### src/rtl/decode_pkg.sv
// decode_pkg: shared types and opcode constants for the decode stage.
// Format enum, major-opcode codes and the registered payload struct.
package decode_pkg;

  typedef enum logic [2:0] {
    FMT_NONE = 3'd0,
    FMT_R,
    FMT_I,
    FMT_S,
    FMT_B,
    FMT_U,
    FMT_J
  } fmt_t;

  localparam logic [4:0] OPC_LUI     = 5'b01101;
  localparam logic [4:0] OPC_AUIPC   = 5'b00101;
  localparam logic [4:0] OPC_JAL     = 5'b11011;
  localparam logic [4:0] OPC_JALR    = 5'b11001;
  localparam logic [4:0] OPC_BRANCH  = 5'b11000;
  localparam logic [4:0] OPC_LOAD    = 5'b00000;
  localparam logic [4:0] OPC_STORE   = 5'b01000;
  localparam logic [4:0] OPC_OPIMM   = 5'b00100;
  localparam logic [4:0] OPC_OP      = 5'b01100;
  localparam logic [4:0] OPC_OPIMM32 = 5'b00110;
  localparam logic [4:0] OPC_OP32    = 5'b01110;
  localparam logic [4:0] OPC_MISCMEM = 5'b00011;
  localparam logic [4:0] OPC_SYSTEM  = 5'b11100;

  typedef struct packed {
    logic [6:0] opcode;
    logic [2:0] funct3;
    logic [6:0] funct7;
    logic [4:0] rs1;
    logic [4:0] rs2;
    logic [4:0] rd;
    fmt_t       fmt;
    logic       illegal;
  } decoded_t;

endpackage

### src/rtl/decode_if.sv
// decode_if: fetch-side and execute-side handshakes of the decode stage.
// slave is the stage itself, master is whoever drives and consumes it.
interface decode_if
  import decode_pkg::*;
#(
  parameter int XLEN = 32
) ();

  logic            flush;
  logic            in_valid;
  logic            in_ready;
  logic [31:0]     in_insn;
  logic [XLEN-1:0] in_pc;
  logic            out_valid;
  logic            out_ready;
  logic [XLEN-1:0] out_pc;
  logic [6:0]      opcode;
  logic [2:0]      funct3;
  logic [6:0]      funct7;
  logic [4:0]      rs1;
  logic [4:0]      rs2;
  logic [4:0]      rd;
  logic [XLEN-1:0] imm;
  fmt_t            fmt;
  logic            illegal;

  modport slave (
    input  flush, in_valid, in_insn, in_pc, out_ready,
    output in_ready, out_valid, out_pc, opcode, funct3,
    output funct7, rs1, rs2, rd, imm, fmt, illegal
  );

  modport master (
    output flush, in_valid, in_insn, in_pc, out_ready,
    input  in_ready, out_valid, out_pc, opcode, funct3,
    input  funct7, rs1, rs2, rd, imm, fmt, illegal
  );

endinterface

### src/rtl/decode_fields.sv
// decode_fields: combinational split of one instruction into fields,
// format class, sign-extended immediate and the illegal flag.
module decode_fields
  import decode_pkg::*;
#(
  parameter int XLEN = 32
) (
  input  logic [31:0]     insn,
  output decoded_t        dec,
  output logic [XLEN-1:0] imm
);

  localparam bit RV64 = (XLEN == 64);

  logic [4:0] opc;
  fmt_t       fmt_raw;
  logic       ill;

  assign opc = insn[6:2];
  assign ill = (insn[1:0] != 2'b11) || (fmt_raw == FMT_NONE);

  // classify by major opcode; *W opcodes only exist on RV64
  always_comb begin
    fmt_raw = FMT_NONE;
    unique case (1'b1)
      (opc == OPC_LUI) || (opc == OPC_AUIPC): fmt_raw = FMT_U;
      (opc == OPC_JAL):    fmt_raw = FMT_J;
      (opc == OPC_BRANCH): fmt_raw = FMT_B;
      (opc == OPC_JALR) || (opc == OPC_OPIMM) ||
      (opc == OPC_LOAD) || (opc == OPC_MISCMEM) ||
      (opc == OPC_SYSTEM) ||
      (RV64 && (opc == OPC_OPIMM32)): fmt_raw = FMT_I;
      (opc == OPC_STORE):  fmt_raw = FMT_S;
      (opc == OPC_OP) ||
      (RV64 && (opc == OPC_OP32)): fmt_raw = FMT_R;
      default: fmt_raw = FMT_NONE;
    endcase
  end

  // raw fields pass through; illegal forces fmt to NONE
  always_comb begin
    dec.opcode  = insn[6:0];
    dec.funct3  = insn[14:12];
    dec.funct7  = insn[31:25];
    dec.rs1     = insn[19:15];
    dec.rs2     = insn[24:20];
    dec.rd      = insn[11:7];
    dec.illegal = ill;
    dec.fmt     = ill ? FMT_NONE : fmt_raw;
  end

  // immediate assembly, sign-extended from insn[31]
  always_comb begin
    imm = '0;
    unique case (dec.fmt)
      FMT_I: imm = XLEN'($signed(insn[31:20]));
      FMT_S: imm = XLEN'($signed({insn[31:25], insn[11:7]}));
      FMT_B: imm = XLEN'($signed({insn[31], insn[7],
                   insn[30:25], insn[11:8], 1'b0}));
      FMT_U: imm = XLEN'($signed({insn[31:12], 12'b0}));
      FMT_J: imm = XLEN'($signed({insn[31], insn[19:12],
                   insn[20], insn[30:21], 1'b0}));
      default: imm = '0;
    endcase
  end

endmodule

### src/rtl/decode_stage.sv
// decode_stage: registered decode with a one-entry skid buffer
// so the fetch side keeps full throughput under backpressure.
module decode_stage
  import decode_pkg::*;
#(
  parameter int XLEN = 32
) (
  input logic     clk,
  input logic     reset,
  decode_if.slave bus
);

  typedef struct packed {
    logic [XLEN-1:0] pc;
    logic [XLEN-1:0] imm;
    decoded_t        dec;
  } payload_t;

  decoded_t        in_dec;
  logic [XLEN-1:0] in_imm;
  payload_t        in_pl;
  payload_t        out_q, out_d;
  payload_t        skid_q, skid_d;
  logic            out_vld_q, out_vld_d;
  logic            skid_vld_q, skid_vld_d;
  logic            in_fire, out_fire;

  decode_fields #(.XLEN(XLEN)) u_fields (
    .insn (bus.in_insn),
    .dec  (in_dec),
    .imm  (in_imm)
  );

  assign in_pl    = '{pc: bus.in_pc, imm: in_imm, dec: in_dec};
  assign in_fire  = bus.in_valid && bus.in_ready;
  assign out_fire = out_vld_q && bus.out_ready;

  assign bus.in_ready  = !skid_vld_q && !reset;
  assign bus.out_valid = out_vld_q;
  assign bus.out_pc    = out_q.pc;
  assign bus.imm       = out_q.imm;
  assign bus.opcode    = out_q.dec.opcode;
  assign bus.funct3    = out_q.dec.funct3;
  assign bus.funct7    = out_q.dec.funct7;
  assign bus.rs1       = out_q.dec.rs1;
  assign bus.rs2       = out_q.dec.rs2;
  assign bus.rd        = out_q.dec.rd;
  assign bus.fmt       = out_q.dec.fmt;
  assign bus.illegal   = out_q.dec.illegal;

  // next output/skid state: flush wins, then FIFO refill
  always_comb begin
    out_d      = out_q;
    out_vld_d  = out_vld_q;
    skid_d     = skid_q;
    skid_vld_d = skid_vld_q;
    if (bus.flush) begin
      out_vld_d  = 1'b0;
      skid_vld_d = 1'b0;
    end else if (out_fire || !out_vld_q) begin
      if (skid_vld_q) begin
        out_d      = skid_q;
        out_vld_d  = 1'b1;
        skid_vld_d = 1'b0;
      end else if (in_fire) begin
        out_d     = in_pl;
        out_vld_d = 1'b1;
      end else begin
        out_vld_d = 1'b0;
      end
    end else if (in_fire) begin
      skid_d     = in_pl;
      skid_vld_d = 1'b1;
    end
  end

  // state registers with synchronous reset
  always_ff @(posedge clk) begin
    if (reset) begin
      out_q      <= '0;
      skid_q     <= '0;
      out_vld_q  <= 1'b0;
      skid_vld_q <= 1'b0;
    end else begin
      out_q      <= out_d;
      skid_q     <= skid_d;
      out_vld_q  <= out_vld_d;
      skid_vld_q <= skid_vld_d;
    end
  end

endmodule

### src/flat_wrapper.sv
// flat-port wrapper written by rule: the top's interface ports become plain ports
module decode_stage_flat import decode_pkg::*;
#(
  parameter int XLEN = 32
)
  (clk, reset, bus_flush, bus_in_valid, bus_in_insn, bus_in_pc, bus_out_ready, bus_in_ready, bus_out_valid, bus_out_pc, bus_opcode, bus_funct3, bus_funct7, bus_rs1, bus_rs2, bus_rd, bus_imm, bus_fmt, bus_illegal);
  decode_if #(.XLEN(XLEN)) bus_i ();
  input logic clk;
  input logic reset;
  input wire logic [$bits(bus_i.flush)-1:0] bus_flush;
  input wire logic [$bits(bus_i.in_valid)-1:0] bus_in_valid;
  input wire logic [$bits(bus_i.in_insn)-1:0] bus_in_insn;
  input wire logic [$bits(bus_i.in_pc)-1:0] bus_in_pc;
  input wire logic [$bits(bus_i.out_ready)-1:0] bus_out_ready;
  output wire logic [$bits(bus_i.in_ready)-1:0] bus_in_ready;
  output wire logic [$bits(bus_i.out_valid)-1:0] bus_out_valid;
  output wire logic [$bits(bus_i.out_pc)-1:0] bus_out_pc;
  output wire logic [$bits(bus_i.opcode)-1:0] bus_opcode;
  output wire logic [$bits(bus_i.funct3)-1:0] bus_funct3;
  output wire logic [$bits(bus_i.funct7)-1:0] bus_funct7;
  output wire logic [$bits(bus_i.rs1)-1:0] bus_rs1;
  output wire logic [$bits(bus_i.rs2)-1:0] bus_rs2;
  output wire logic [$bits(bus_i.rd)-1:0] bus_rd;
  output wire logic [$bits(bus_i.imm)-1:0] bus_imm;
  output wire logic [$bits(bus_i.fmt)-1:0] bus_fmt;
  output wire logic [$bits(bus_i.illegal)-1:0] bus_illegal;
  assign bus_i.flush = bus_flush;
  assign bus_i.in_valid = bus_in_valid;
  assign bus_i.in_insn = bus_in_insn;
  assign bus_i.in_pc = bus_in_pc;
  assign bus_i.out_ready = bus_out_ready;
  assign bus_in_ready = bus_i.in_ready;
  assign bus_out_valid = bus_i.out_valid;
  assign bus_out_pc = bus_i.out_pc;
  assign bus_opcode = bus_i.opcode;
  assign bus_funct3 = bus_i.funct3;
  assign bus_funct7 = bus_i.funct7;
  assign bus_rs1 = bus_i.rs1;
  assign bus_rs2 = bus_i.rs2;
  assign bus_rd = bus_i.rd;
  assign bus_imm = bus_i.imm;
  assign bus_fmt = bus_i.fmt;
  assign bus_illegal = bus_i.illegal;
  decode_stage #(.XLEN(XLEN)) u_core (.clk(clk), .reset(reset), .bus(bus_i));
endmodule
### config.mk
export PLATFORM = sky130hd
export DESIGN_NAME = decode_stage_flat
export DESIGN_NICKNAME = d
export VERILOG_FILES = /design/src/rtl/decode_pkg.sv /design/src/rtl/decode_if.sv /design/src/rtl/decode_fields.sv /design/src/rtl/decode_stage.sv /design/src/flat_wrapper.sv
export SDC_FILE = /design/constraint.sdc
export NUM_CORES = 1
export LEC_CHECK = 0
export ABC_CLOCK_PERIOD_IN_PS = 1700
export CAP_MARGIN = 20
export CORE_ASPECT_RATIO = 2
export CORE_UTILIZATION = 31
export DETAILED_ROUTE_END_ITERATION = 6
export SYNTH_ARGS = -nofsm -noshare
export SYNTH_HDL_FRONTEND = slang
export SYNTH_SLANG_ARGS = --single-unit
### constraint.sdc
create_clock -name clk -period 1.7 [get_ports clk]
set_input_delay 0.34 -clock clk [delete_from_list [all_inputs] [get_ports clk]]
set_output_delay 0.34 -clock clk [all_outputs]
set_load 0.1 [all_outputs]
### Yosys cells after proc, flatten, opt, wreduce, memory -nomap -nowiden

Index checks and enable logic that the tools add are counted.

* eq/ne operators: 16
* bitwise operators: 2
* reduce and logical (&&, ||, !) cells: 20
* mux-type cells: 7

Operators by type and width (number)
* 100-bit 2-to-1 mux: 2
* 32-bit one-hot mux with 5 select lines: 1
* 5-bit equality test (second input constant): 4
* 3-bit one-hot mux with 6 select lines: 1
* 5-bit by 4-bit equality test with 1-bit output (second input constant): 3
* 5-bit by 3-bit equality test with 1-bit output (second input constant): 2
* 3-bit equality test (second input constant): 3
* 1-bit logical OR: 7
* 3-bit by 2-bit equality test with 1-bit output (second input constant): 2
* 3-bit AND reduction: 2
* 5-bit by 2-bit equality test with 1-bit output (second input constant): 1
* 5-bit logical NOT: 1
* 1-bit logical AND: 3
* 1-bit logical NOT: 3
* 3-bit logical NOT: 1
* 3-bit 2-to-1 mux: 1
* 3-bit OR reduction: 1
* 1-bit 2-to-1 mux: 2
* 2-bit != test (second input constant): 1
* 1-bit inverter: 2
* 2-bit nonzero test: 1
* 2-bit OR reduction: 1

* flip-flop bits (word level): 202
* word-level logic and storage cells: 67

### Longest topological paths before layout

Gate-level depths: netlist of the first run.

* depth in word-level cells: 13
* depth in mapped cells: 8
* depth with buffers taken out: 5

### Modules after synthesis

A second synthesis of the first run with hierarchy kept.

* cells, all modules: 1156
* area, all modules: 10248.6 µm²

Modules (own cells, without submodules)
* decode_stage: times used 1, area an instance 9267.6 µm², cells each 1015
* decode_fields: times used 1, area an instance 980.9 µm², cells each 141

### Worst setup path before layout of the first run

Ideal clock, no wire load.

* path kind: input port to output port
* start: input reset
* end: output bus_in_ready
* arrival: 2.153 ns
* stages on the path: 4
* slack: -0.793 ns
* buffers on the path: 3
* path through: buf_2 > clkbuf_1 > clkbuf_1 > nor2_1

* word-level cells in the longest chain between the ends: 2

RTL lines
* start, declared: RTL line flat_wrapper.sv:9 `input logic reset;`
* 1-bit logical NOT: RTL line decode_stage.sv:38 `assign bus.in_ready = !skid_vld_q && !reset;`
* 1-bit logical AND: RTL line decode_stage.sv:38
* end, declared: RTL line flat_wrapper.sv:15 `output wire logic [$bits(bus_i.in_ready)-1:0] bus_in_ready;`

Every way passes these cells.

### Final worst setup path of the first run

* start: register u_core.skid_vld_q
* end: register u_core.skid_q[49] in the netlist's numbering

* word-level cells in the longest chain between the ends: 4

RTL lines
* start, declared: RTL line decode_stage.sv:25 `logic skid_vld_q, skid_vld_d;`
* start signal, assigned: RTL line decode_stage.sv:88 `skid_vld_q <= skid_vld_d;`
* 1-bit logical NOT: RTL line decode_stage.sv:38
* 1-bit logical AND: RTL line decode_stage.sv:38
* 1-bit logical AND: RTL line decode_stage.sv:35 `assign in_fire = bus.in_valid && bus.in_ready;`
* 3-bit AND reduction (no line)
* end signal, assigned: RTL line decode_stage.sv:86 `skid_q <= skid_d;`
* end, declared: RTL line decode_stage.sv:23 `payload_t skid_q, skid_d;`

Every way passes these cells.
A chain may end at the register's enable or synchronous reset.

==> results of run 1 <==
per-stage QoR:
stage / worst slack, ns / power [mW] / cells / setup TNS, ns
6_report: -0.05742 / 11.74 / 1563 / -0.5148
5_1_grt: -0.08284 / 12.15 / 1563 / -1.754
4_1_cts: -0.05157 / 11.81 / 1547 / -0.1119
3_5_place_dp: -0.8902 / 7.189 / 1508 / -99.41
3_3_place_gp: -0.8136 / 7.179 / 1508 / -94.57
2_1_floorplan: -0.08556 / 6.221 / 991 / -5.282
critical path, stage by stage, from the launching register on:
cell      delay (ns)
dfxtp_4         0.34
nand2b_4        0.13
or4_4           0.53
buf_12          0.19
buf_16          0.15
o41ai_2         0.30
cells in the mapped netlist, types with 2 or more instances:
library cell | number | area (um2)
dfxtp_1 | 202 | 4044
nand2_1 | 179 | 671.9
a21oi_1 | 105 | 525.5
nor2_1 | 103 | 386.6
a211oi_1 | 86 | 645.6
mux2i_1 | 65 | 650.6
clkbuf_1 | 52 | 195.2
buf_2 | 26 | 130.1
nand3_1 | 22 | 110.1
a311oi_1 | 20 | 175.2
o21ai_0 | 19 | 95.09
o22ai_1 | 9 | 56.30
and2_0 | 8 | 50.05
and3_1 | 8 | 50.05
buf_1 | 8 | 30.03
inv_1 | 8 | 30.03
o41ai_1 | 8 | 70.07
or3_1 | 6 | 37.54
and2_1 | 5 | 31.28
nor3_1 | 5 | 25.02
nand2b_1 | 4 | 25.02
buf_6 | 3 | 33.78
o211ai_1 | 3 | 22.52
a22oi_1 | 2 | 15.01
and3b_1 | 2 | 17.52
nor2b_1 | 2 | 12.51
nor4_1 | 2 | 12.51
o21ai_1 | 2 | 10.01
path summary, 6_finish.rpt:
path	end	cells after the start
hold reg to reg	u_core.skid_q[51]	2
setup reg to reg	u_core.skid_q[49]	5
setup / recovery	u_core.skid_q[49]	5
hold / removal	u_core.skid_q[33]	4
metal layers:
metal	wire [um]	GRT usage [%]
met1	10080	20.31
met2	15430	37.40
met3	1287	2.282
met4	1661	11.70
met5	0	0
report_power, final:
part | switching [mW] | internal, mW
Sequential | 0.124 | 4.85
Combinational | 1.34 | 0.835
Clock | 1.90 | 2.69
repair_timing:
action                                 in CTS  in global routing
setup endpoints to repair                  95                105
buffers inserted                            3                  8
endpoints found under the hold margin       0                  0
pin swaps                                   3                 10
gates cloned                                2                  7
gates resized for setup                    29                 36
logic make-up (layout without fill, tap and decap cells):
kind of cell	Yosys count	after routing	share of synthesized area (%)
xor gates and xnor gates	1	1	0.1041
AOI/OAI and AO/OA	269	269	20.79
buffers and inverters	99	321	5.116
DFF	202	202	48.07
muxes	66	66	7.912
and+or+nand+nor	354	355	18.01
other	0	1	0
flip-flops by register name (all words and copies together) (netlist names):
register,count
u_core.bus.rs2,5
u_core.skid_vld_q,1
u_core.bus.opcode,7
u_core.bus.illegal,1
u_core.bus.funct3,3
u_core.bus.imm,32
u_core.bus.funct7,7
u_core.skid_q,100
u_core.bus.rd,5
u_core.bus.out_valid,1
u_core.bus.fmt,3
u_core.bus.rs1,5
u_core.bus.out_pc,32
cell type report:
class	count	area, um2	share of cell area [%]
multi-input cells	691	4207	31.93
flip-flops and latches	202	4051	30.75
inverters	9	33.78	0.2564
clock buffers	28	581.8	4.416
clock inverters	6	86.33	0.6553
diodes	1	2.502	0.01899
well taps	348	435.4	3.305
repair buffers	278	3777	28.67
==> impl_metrics.ini, run 1 <==
[global_routing]
grt_overflow = 0
grt_usage_pct = 19.68
grt_max_degree = 137
grt_first_pass_wirelength_mm = 43.21
antenna_found_initial = 1
grt_pass1_vias = 7788

[timing]
slew-limit-headroom_pct = 52.46
rsz0062_at_grt = yes
hold_violations = 0
clock.fmax_mhz = 569.0
whs_ns = 0.3030
setup_viol = 17
tightestPinTransition_ns = 0.7131
period_needed_ns = 1.757
fin_ws_ns = -0.05742
finalClockSkew_ns = 0.01057
timing_max_transition_violations_final = 0
fin_crit_sh_pct = 103.4

[routing]
wire_per_inst_um = 18.21
drt_iter0_drc = 483
drt-total-wl_mm = 28.46
drc_errors = 0
drt.antenna.violating_nets = 0
viasPerCell = 5.131
vias = 8019
dr.pass1.iters = 5

[cells_and_area]
final_cell_mix = dfxtp_1, nand2_1, buf_12
postLayoutCoreUtil_pct = 49.16
drive_gt1_share_pct = 23.81
nets = 1271
fillerInstances = 2507
syn2layout_area_growth_pct = 56.60
fin_area_mm2 = 0.01318
mostFrequentLayoutCell = dfxtp_1

[clock_network]
clock_latency_ns = 0.51
clk_pin_slew_worst_paths_ns = 0.06
clock_sinks = 202
tritoncts = done
cts_buffers = 20
cts_root_buf = clkbuf_16
ctsHoldBuffers = 0
cts_max_path_buffers = 3
htree_num_levels = 1

[worst_setup_path]
end_kind = flop
r2r-start = u_core.skid_vld_q
critical_path_class = reg2reg
r2r_setup_slack_ns = -0.06
crit_fanout = 9
cp.arrival_ns = 2.16
required_ns = 2.10
setup.worst_path.start = u_core.skid_vld_q
crit_path_start_kind = flop

[yosys]
synth_edf_count = 0
synth-seq-area-share_pct = 48.07
synth_area_per_cell_um2 = 8.489
synthFlopType = dfxtp_1
ys_warn_count = 0
postSynth.asyncResetShare_pct = 0
ys_seq_elements = 202
netlist_area_mm2 = 0.008413
synth_fp_nets = 1060
ys_types = 55
netlist_instances = 991

[worst_hold_path]
hp-start = bus_in_insn[4]
hp-class = in2reg

[floorplan]
chipWidth_um = 118.5
io_pins = 171
placementRows = 85
dieArea_mm2 = 0.02784
start_util_pct = 31.39
die_h_um = 235.0
core-area_mm2 = 0.02680

[placed_design]
hpwlAfterDp_mm = 19.59
dpl_cell_area_mm2 = 0.01202
gp_congestion = 0.8909
port_buffers = 170

[outcome]
status = complete, but fails checks
violations = negative setup slack

[job]
drv_cap = 0

[power_and_ir_drop]
ir_drop_uv = 664.3
powerDensity_mw_per_mm2 = 891.0
p_leak_nw = 4.694
(Power assumes the default switching activity.)
==> run 2: changes to the inputs <==
--- a/config.mk
+++ b/config.mk
@@ -8,6 +8,7 @@
 export ABC_CLOCK_PERIOD_IN_PS = 1700
 export CAP_MARGIN = 20
 export CORE_ASPECT_RATIO = 2
+export CORE_MARGIN = 5
 export CORE_UTILIZATION = 31
 export DETAILED_ROUTE_END_ITERATION = 6
 export SYNTH_ARGS = -nofsm -noshare
==> run 2 against run 1 <==
Effect of this change:
- the flow still finishes with violations (negative setup slack)
- sequential cell count did not move
- clock skew decreased by 0.0011 ns
- cell count is 0.26% higher
- via count increased by 1.4%
- sequential share of layout area shrank 0.53 points
- setup slack worse by 0.017 ns
- critical endpoint is now u_core.skid_q[54]
- first-iteration DRC count up 4.6%
- register-to-register slack worse by 0.02 ns
==> impl_metrics.ini, run 2 (synthesis results as in run 1) <==
[floorplan]
start_util_pct = 31.27
io_pins = 171
die_h_um = 243.0
placementRows = 85
dieArea_mm2 = 0.03073
chipWidth_um = 126.5
core-area_mm2 = 0.02691

[timing]
slew-limit-headroom_pct = 51.74
period_needed_ns = 1.775
timing_max_transition_violations_final = 0
tightestPinTransition_ns = 0.7239
clock.fmax_mhz = 563.5
fin_crit_sh_pct = 104.4
finalClockSkew_ns = 0.009488
hold_violations = 0
setup_viol = 34
fin_ws_ns = -0.07467
rsz0062_at_grt = yes

[worst_setup_path]
crit_fanout = 6
required_ns = 2.09
critPathMaxStageDelay_ns = 0.49
path_buf_inv = 2
crit_family = simple AND/OR/NAND/NOR gates
slowest_stage = or4_4
end_kind = flop
crit_path_start_kind = flop
cp.arrival_ns = 2.16
crit_chain = nand2b_4 > or4_4 > buf_12 > clkbuf_16 > o41ai_1
critical_path_class = reg2reg

[global_routing]
grt_usage_pct = 17.90
antenna_found_initial = 1
grt_pass1_vias = 7739
grt_overflow = 0
grt_first_pass_wirelength_mm = 43.74
grt_max_degree = 140

[clock_network]
ctsHoldBuffers = 0
cts_buffers = 20
clock_latency_ns = 0.51
clk_pin_slew_worst_paths_ns = 0.06
tritoncts = done
clock_sinks = 202
htree_num_levels = 1
cts_max_path_buffers = 3
cts_root_buf = clkbuf_16

[outcome]
violations = negative setup slack
status = complete, but fails checks

[cells_and_area]
largest_reg_flops = 100
syn2layout_area_growth_pct = 59.34
fillerInstances = 2452
multiInputGateArea_mm2 = 0.004179
postLayoutCoreUtil_pct = 49.82
drive_gt1_share_pct = 24.63
nets = 1275
register_area_mm2 = 0.004051
mostFrequentLayoutCell = dfxtp_1
largest_register = u_core.skid_q
final_cell_mix = dfxtp_1, nand2_1, buf_12

[placed_design]
gp_congestion = 0.8803
port_buffers = 170
hpwlAfterDp_mm = 19.98
pre_cts_slack_ns = -0.8120

[routing]
vias = 8132
wire_per_inst_um = 19.19
drt.antenna.violating_nets = 0
drt_iter0_drc = 505
drc_errors = 0
viasPerCell = 5.190
dr.pass1.iters = 5
drt-total-wl_mm = 30.06

[power_and_ir_drop]
ir_drop_uv = 653.7
powerDensity_mw_per_mm2 = 885.6
p_leak_nw = 4.666

[worst_hold_path]
hp-class = in2reg

[job]
drv_cap = 0
run 2: cell types whose count changed in the layout (fill, tap and decap cells not counted), sizes merged:
cell / before / now
dlygate4sd2: 3 / 4
clkinv: 1 / 3
inv: 10 / 9
clkbuf: 34 / 33
nor2: 104 / 103
clkinvlp: 2 / 1
bufbuf: 0 / 2
dlymetal6s2s: 1 / 2
o211a: 1 / 3
run 2: layout make-up:
cell class              instances  share of cell area, %
well taps                     348                  3.248
inverters                       9                 0.2520
multi-input cells             692                  31.17
clock inverters                 6                 0.6440
flip-flops and latches        202                  30.22
repair buffers                281                  29.95
clock buffers                  28                  4.489
diodes                          1                0.01867
run 2: final timing paths:
path | startpoint | to | slack, ns | cells past startpoint
setup reg to reg | u_core.skid_vld_q | u_core.skid_q[54] | -0.07 | 5
setup / recovery | u_core.skid_vld_q | u_core.skid_q[54] | -0.07 | 5
hold reg to reg | u_core.skid_q[85] | u_core.skid_q[85] | 0.45 | 2
hold / removal | reset | u_core.bus.out_valid | 0.29 | 4
run 2: what timing repair did:
item / 4_1_cts / 5_1_grt
pin swaps: 10 / 15
gates cloned: 5 / 7
setup endpoints to repair: 119 / 168
resized for setup: 39 / 41
setup buffers: 10 / 12
run 2: worst reg2reg max path, cell delays in order, from the launching register on:
cell and delay [ns]:
dfxtp_4 0.36, nand2b_4 0.14, or4_4 0.49, buf_12 0.17
clkbuf_16 0.15, o41ai_1 0.35
run 2: metrics by stage:
step                      instance area (um2)  hold WS (ns)  power, mW  instances  TNS (ns)
after floorplan                          8469        0.4030      6.221        991    -5.282
after global placement                  11960        0.4201      7.171       1498    -99.90
after detailed placement                11960        0.4311      7.181       1498   -103.02
after CTS                               12960        0.2755      11.92       1547   -0.3805
after global routing                    13410        0.3001      12.22       1567    -2.669
final                                   13410        0.2921      11.87       1567   -0.6119
run 2: where the power goes:
part / switching [mW] / internal [mW] / total [mW]
clock network: 1.91 / 2.77 / 4.68
registers: 0.124 / 4.85 / 4.97
logic: 1.36 / 0.868 / 2.22
total: 3.38 / 8.49 / 11.9
run 2: routing by layer:
metal	vias to the layer above	part of all wire [%]	global-route usage, %	wire length [um]
li1	3933	-	-	-
met5	-	0	0	0
met1	3916	35	18.57	10490
met3	66	4.1	2.266	1240
met4	0	4.7	9.097	1402
met2	217	56	34.30	16930
